`src/rtl/regfile_mp.sv`:
```
// rtl/regfile_mp.sv - multi-port register file with clear sequencer and NZP condition codes
//
// Purpose:
//   WIDTH-bit x DEPTH-entry register file with two read ports and one write
//   port. After reset, a sequencer zeroes one register per cycle. Writes are
//   accepted only once that sweep is complete. An LC-3 style {N,Z,P}
//   condition-code register is updated from the write data when requested.
//   With REG_OUT=1 the read ports are registered. A write that hits the
//   selected address on the same edge is bypassed into the read register.
//   With REG_OUT=0 the reads are combinational from the array.
//
// Ports:
//   clk               clock, all state updates on the rising edge
//   rst               synchronous active-high reset; restarts the clear sweep
//   load_reg          write enable (ignored until ready)
//   set_cc            update nzp from dr_in on an accepted write
//   dr_sel, dr_in     write address / data
//   sr1_sel, sr2_sel  read addresses
//   sr1_out, sr2_out  read data
//   nzp               condition codes {N,Z,P}
//   ready             high once the clear sweep has finished
module regfile_mp #(
  parameter int WIDTH   = 16,
  parameter int DEPTH   = 8,
  parameter int REG_OUT = 1,
  localparam int AW     = (DEPTH > 1) ? $clog2(DEPTH) : 1
) (
  input  logic             clk,
  input  logic             rst,
  input  logic             load_reg,
  input  logic             set_cc,
  input  logic [AW-1:0]    dr_sel,
  input  logic [WIDTH-1:0] dr_in,
  input  logic [AW-1:0]    sr1_sel,
  input  logic [AW-1:0]    sr2_sel,
  output logic [WIDTH-1:0] sr1_out,
  output logic [WIDTH-1:0] sr2_out,
  output logic [2:0]       nzp,
  output logic             ready
);

  typedef enum logic {S_CLEAR, S_RUN} state_t;

  state_t          state_q, state_d;
  logic [AW-1:0]   clear_idx_q, clear_idx_d;
  logic            wr_en;
  logic [2:0]      nzp_q;
  logic [2:0]      cc_new;
  logic [WIDTH-1:0] regs [DEPTH];

  // ---------------------------------------------------------------------------
  // Clear/run sequencer
  // ---------------------------------------------------------------------------
  always_ff @(posedge clk) begin
    if (rst) begin
      state_q     <= S_CLEAR;
      clear_idx_q <= '0;
    end else begin
      state_q     <= state_d;
      clear_idx_q <= clear_idx_d;
    end
  end

  always_comb begin
    state_d     = state_q;
    clear_idx_d = clear_idx_q;
    case (state_q)
      S_CLEAR: begin
        clear_idx_d = clear_idx_q + 1'b1;
        // Leave CLEAR on the same edge that zeroes the last entry.
        if (clear_idx_q == AW'(DEPTH - 1)) begin
          state_d = S_RUN;
        end
      end
      S_RUN: begin
        state_d = S_RUN;
      end
      default: begin
        state_d     = S_CLEAR;
        clear_idx_d = '0;
      end
    endcase
  end

  assign ready = (state_q == S_RUN);

  // Reset wins over a write issued on the same edge. Writes seen during
  // the clear sweep are dropped rather than queued.
  assign wr_en = ready && load_reg && !rst;

  // ---------------------------------------------------------------------------
  // Register array: the clear sweep and user writes share the single write port
  // ---------------------------------------------------------------------------
  always_ff @(posedge clk) begin
    if (!rst) begin
      if (state_q == S_CLEAR) begin
        regs[clear_idx_q] <= '0;
      end else if (wr_en) begin
        regs[dr_sel] <= dr_in;
      end
    end
  end

  // ---------------------------------------------------------------------------
  // Condition codes: dr_in is treated as a signed WIDTH-bit value
  // ---------------------------------------------------------------------------
  always_comb begin
    cc_new = 3'b001;
    if (dr_in[WIDTH-1]) begin
      cc_new = 3'b100;
    end else if (dr_in == '0) begin
      cc_new = 3'b010;
    end
  end

  always_ff @(posedge clk) begin
    if (rst) begin
      nzp_q <= 3'b010;
    end else if (wr_en && set_cc) begin
      nzp_q <= cc_new;
    end
  end

  assign nzp = nzp_q;

  // ---------------------------------------------------------------------------
  // Read ports
  // ---------------------------------------------------------------------------
  if (REG_OUT != 0) begin : g_reg_out
    logic [WIDTH-1:0] sr1_q;
    logic [WIDTH-1:0] sr2_q;

    // The array write lands on the same edge as this load. Forward dr_in so
    // that a port reading the written address sees the new value.
    always_ff @(posedge clk) begin
      if (rst || !ready) begin
        sr1_q <= '0;
        sr2_q <= '0;
      end else begin
        sr1_q <= (wr_en && (dr_sel == sr1_sel)) ? dr_in : regs[sr1_sel];
        sr2_q <= (wr_en && (dr_sel == sr2_sel)) ? dr_in : regs[sr2_sel];
      end
    end

    assign sr1_out = sr1_q;
    assign sr2_out = sr2_q;
  end else begin : g_comb_out
    assign sr1_out = regs[sr1_sel];
    assign sr2_out = regs[sr2_sel];
  end

endmodule
```
`config.mk`:
```
export PLATFORM = sky130hd
export DESIGN_NAME = regfile_mp
export DESIGN_NICKNAME = d
export VERILOG_FILES = /design/src/rtl/regfile_mp.sv
export SDC_FILE = /design/constraint.sdc
export NUM_CORES = 1
export LEC_CHECK = 0
export BUFFER_PORTS_ARGS = -buffer_cell sky130_fd_sc_hd__buf_2
export CORE_AREA = 3 3 123 125
export CTS_BUF_LIST = sky130_fd_sc_hd__clkbuf_8
export CTS_CLUSTER_DIAMETER = 80
export CTS_CLUSTER_SIZE = 16
export DETAILED_ROUTE_END_ITERATION = 12
export DIE_AREA = 0 0 126 128
export GPL_TIMING_DRIVEN = 0
export PLACE_DENSITY = 0.73
export RECOVER_POWER = 100
export SYNTH_ARGS = -nofsm -noshare
export SYNTH_HDL_FRONTEND = slang
export SYNTH_SLANG_ARGS = --single-unit
```
`constraint.sdc`:
```
create_clock -name clk -period 2.8 [get_ports clk]
set_input_delay 0.42 -clock clk [delete_from_list [all_inputs] [get_ports clk]]
set_output_delay 0.42 -clock clk [all_outputs]
set_load 0.1 [all_outputs]
```
## Word level (Yosys, flattened, before mapping)

Memories as Yosys holds them, arrays and structs flattened. A register that Yosys moved wholly into a read port is not among the register bits.
Cells that the tools add are included.

- Equal/unequal tests: 1
- Shift-type cells: 0
- $mul: 0
- Magnitude comparators: 0
- Divide/modulo/power cells: 0
- Add/subtract/negate cells: 1
- Bitwise gates (word level): 1
- Reduce and logical (&&, ||, !) cells: 8
- Mux-type cells: 14

Operators with widths:

| kind | count |
|---|---|
| logical NOT 16 bit | 1 |
| 2-to-1 mux 16 bit | 1 |
| OR reduction 16 bit | 1 |
| 2-to-1 mux 1 bit | 9 |
| 2-to-1 mux 3 bit | 2 |
| adder 3 x 1 -> 3 bit, second input constant | 1 |
| equality test 3 bit, second input constant | 1 |
| logical AND 1 bit | 3 |
| logical NOT 1 bit | 2 |
| 2-to-1 mux 2 bit | 1 |
| one-hot mux 1 bit (2 select lines) | 1 |
| logical OR 1 bit | 1 |
| NOT 1 bit | 1 |

- Bits in registers: 7
- Bits in read-only memories: 0
- Logic and storage cells: 29
- Latch bits: 0
- Input port bits: 29
- Memories: 1
- RAM bits: 128
- Output and inout port bits: 36

Memory list:

| name | depth | width | read ports | clocked after Yosys merged registers in | wr ports | line | text |
|---|---|---|---|---|---|---|---|
| regs | 8 | 16 | 2 | 2 | 1 | 49 | `logic [WIDTH-1:0] regs [DEPTH];` |

## Logic depth before layout (Yosys ltp)

- Depth after elaboration: 8
- Depth in mapped cells: 6
- Mapped depth without buffers: 5

## Worst setup path before layout

Ideal clock, no wire load.

- Kind: flip-flop to flip-flop
- Start: reg state_q, in the netlist ready
- End: mem regs[6][0] (enable)
- Buffers on the path: 2
- Cell stages (with the launch flop): 6
- Slack: -0.191 ns
- Setup time: 0.388 ns
- Period minus slack after synthesis: 2.991 ns
- Arrival: 2.603 ns
- Data required time: 2.412 ns
- Cell sequence: dfxtp_1 -> and3b_1 -> buf_2 -> buf_1 -> a31oi_1 -> nor2_1

- Cells in the longest elaborated chain, start to end: 8
- Elaborated cells on any way between the ends: 12
- Those cells by class: 9 x mux; 3 x reduce/logical

Ends and longest elaborated chain:

| what | line | text |
|---|---|---|
| start, declared | 44 | `state_t state_q, state_d;` |
| start signal, assigned | 59 | `state_q <= state_d;` |
| logical AND 1 bit (2 in series) | 89 | `assign wr_en = ready && load_reg && !rst;` |
| 2-to-1 mux 1 bit | 98 | `end else if (wr_en) begin` |
| 2-to-1 mux 1 bit | 96 | `if (state_q == S_CLEAR) begin` |
| 2-to-1 mux 1 bit | 95 | `if (!rst) begin` |
| 2-to-1 mux 1 bit (implied by the code) | 99 | `regs[dr_sel] <= dr_in;` |
| OR reduction 16 bit (no source line) | n/a |  |
| 2-to-1 mux 3 bit (no source line) / 2-to-1 mux 1 bit (equally long branches) | n/a |  |
| end, declared | 49 |  |

Parallel ways exist; a longest one is shown, timed or not.

## Worst setup path in the final report

- Start: reg state_q, in the netlist ready
- End: mem regs[7][4] (enable)

Same word-level chain as after synthesis.

==> impl_results.md <==
* Status: finished clean
* GRT overflow at 0
* Post-synth EDFFs at 128
* Crit-path cells: and3b_1 -> buf_2 -> buf_1 -> a31oi_1 -> nor2_2 -> buf_8
* ANT cells at 0
* Synth Register Bits at 167
* Share of cells above drive strength 1 at 19.0%
* Routed wire per std cell at 25.2 um
* Largest net degree at the start of global routing at 17
* Yosys cell types at 30
* WP data arrival at 2.93 ns
* Worst-path clk slew at 0.09 ns
* Pre-Repair DR Iteration Count at 5
* FMAX at 364 MHz
* IR drop worst, VDD at 312 uV
* Setup crit end kind: flop
* WHS Path Cells at 3
* Setup Skew at 0.0117 ns
* Post-CTS Setup Inserts at 0
* Clk_lat worst skew at 0.48 ns
* Die Ht at 128 um
* Via count at 5386
* Hold Crit Class: in2reg
* CP Max Fanout at 10
* Least-Margin Pin Slew at 0.908 ns
* Final #Nets at 692
* Synth Net Count at 601
* Synth Cell Area at 7670 um^2
* Setup TNS at 0 ns
* Synth Area per Inst at 13.5 um^2
* H-tree levels at 4
* Gate Count Post-Synth at 570
* Number of antenna violations at the first check in global routing at 0
* Vias in the first global route at 5496
* Clock Sinks at 167
* Max-Slew Margin vs Limit at 38.9%
* Sequential-to-total area share from yosys stat at 60.3%
* Final period utilization at 98.2%
* CP Data Required Time at 2.98 ns
* Worst setup SP type: flop
* DR iter-0 viols at 711
* Synth Flop Type: edfxtp_1
* Post-synth ARST share at 0%
* Clock Tree Root: clkbuf_8
* Synthesis warning total at 0
* GRT Total Usage at 27.2%
* Fin crit period at 2.75 ns
* Die W at 126 um
* Vias per cell at 6.31
* Initial Utilization at 54.9%
* MaxCap Viol Count at 0
* Unrepaired setup endpoints after global routing: true
* Critical path class: reg2reg
* Total Power at 5.19 mW
* Routed Antenna Nets at 0
* Final Hold Viols at 0
* Half-perimeter wire length after detailed placement at 14700 um
* Final setup viols at 0
* Die area at 16100 um^2
* Post-route DRC at 0
* # IOs at 65
* Worst r2r path cells at 6
* Crit-path max cell delay at 0.61 ns
* Area of the core at 14000 um^2
* CTS buffer count at 17
* Placed Cells at 822
* Slowest stage cell on the critical path: nor2_2
* Final setup margin at 0.0512 ns
* Core Rows at 43
* Placement Setup Slack at -0.181 ns
* Final Instance Count excl. Fillers at 854
* CTS max path bufs at 2
* P_leak at 3.45 nW
* P per Cell Area at 587 nW/um^2
* IO Port Bufs at 64
* First-pass GRT wire length at 31700 um
* WL final at 21600 um
* Placer Congestion at 0.843
* Max-slew violations at 0
* TritonCTS clock tree: built
* Area Growth Syn to Fin at 15.1%
[metal layers]
metal / vias to the layer above / share of wire, % / global-route usage (%)
met1: 2627 / 37 / 33.0
met5: - / 0 / 0
met3: 70 / 9.9 / 5.92
met2: 340 / 49 / 45.4
li1: 2349 / - / -
met4: 0 / 4.0 / 14.6
[what timing repair did]
action,CTS,global route
hold endpoints to repair,0,0
setup endpoints to repair,0,32
hold buffers,0,0
gates resized for setup,0,2
[kinds of logic after synthesis]
family	synth area share, %
DFF	60.3
adders and majority gates	0.326
muxes	21.6
buffers and inverters	3.44
and+or+nand+nor	6.20
AOI/OAI and AO/OA	7.17
xor gates and xnor gates	1.03
[stage by stage]
stage | cell area (um^2) | util, % | hold WS [ns]
6_report | 8830 | 63.2 | 0.242
4_1_cts | 8820 | 63.1 | 0.232
2_1_floorplan | 7670 | - | 0.553
3_3_place_gp | 8220 | 58.8 | 0.440
3_5_place_dp | 8360 | 59.8 | 0.463
5_1_grt | 8830 | 63.2 | 0.240
[worst paths after layout]
| path | from | to | slack, ns |
|---|---|---|---|
| worst min-delay path | set_cc | nzp[2] | 0.24 |
| worst max-delay path | ready | regs[7][4] | 0.05 |
| worst min register to register | nzp[2] | nzp[2] | 0.47 |
| worst max register to register | ready | regs[7][4] | 0.05 |
[worst max-delay path: cells and delay by family (launching register included)]
family / cells / cell delay [ns]
AO/OA/AOI/OAI: 1 / 0.24
buffers and inverters: 3 / 0.98
flip-flops: 1 / 0.38
AND/OR/NAND/NOR: 2 / 0.85
[layout make-up]
cell class | count | area, um^2
plain buffers | 39 | 196
clock buffers | 19 | 262
clock inverters | 13 | 204
fillers | 1052 | 5150
inverters | 18 | 67.6
multi-input cells | 346 | 2820
flip-flops and latches | 167 | 4620
well taps | 180 | 225
repair buffers | 72 | 440
[synthesized netlist by cell type (2+ instances only)]
| master | count | share of area (%) |
|---|---|---|
| nor2b_1 | 5 | 0.41 |
| xor2_1 | 3 | 0.34 |
| nor3b_1 | 2 | 0.20 |
| nor2_1 | 19 | 0.93 |
| dfxtp_1 | 39 | 10 |
| a31oi_1 | 4 | 0.33 |
| clkbuf_1 | 21 | 1.0 |
| nor3_4 | 2 | 0.42 |
| buf_12 | 2 | 0.52 |
| buf_1 | 2 | 0.098 |
| mux2i_1 | 164 | 21 |
| nand2b_1 | 2 | 0.16 |
| a21oi_1 | 3 | 0.20 |
| ha_1 | 2 | 0.33 |
| inv_1 | 18 | 0.88 |
| and2_1 | 2 | 0.16 |
| nor3_1 | 3 | 0.20 |
| nor4_1 | 4 | 0.33 |
| xnor2_1 | 6 | 0.68 |
| nand2_1 | 20 | 0.98 |
| a22oi_1 | 65 | 6.4 |
| buf_2 | 14 | 0.91 |
| edfxtp_1 | 128 | 50 |
| nand3_1 | 34 | 2.2 |
[report_power, final]
part	total, mW	internal [mW]	switching [mW]
sequential	2.74	2.71	0.0361
clock	1.96	1.11	0.852
combinational	0.490	0.180	0.310
total	5.19	3.99	1.20
[state kept, by name, summed over array words and instances (netlist names)]
| register | flops |
|---|---|
| sr1_out | 16 |
| regs | 128 |
| sr2_out | 16 |
| ready | 1 |
| clear_idx_q | 3 |
| nzp | 3 |
[cells in the final DEF (no fill, tap or decap), drive strengths merged, types with 2 or more instances in the layout]
master	Yosys	final
mux2i	165	165
edfxtp	128	128
buf	18	90
a22oi	65	65
clkbuf	21	40
dfxtp	39	39
nand3	34	34
inv	18	21
nand2	20	20
nor2	19	19
xnor2	6	6
nor2b	5	5
bufinv	0	5
nor3	5	5
a31oi	4	4
nor4	4	4
clkinv	0	4
xor2	3	3
a21oi	3	3
nand2b	2	2
nor3b	2	2
and2	2	2
ha	2	2
(Power assumes the default switching activity.)
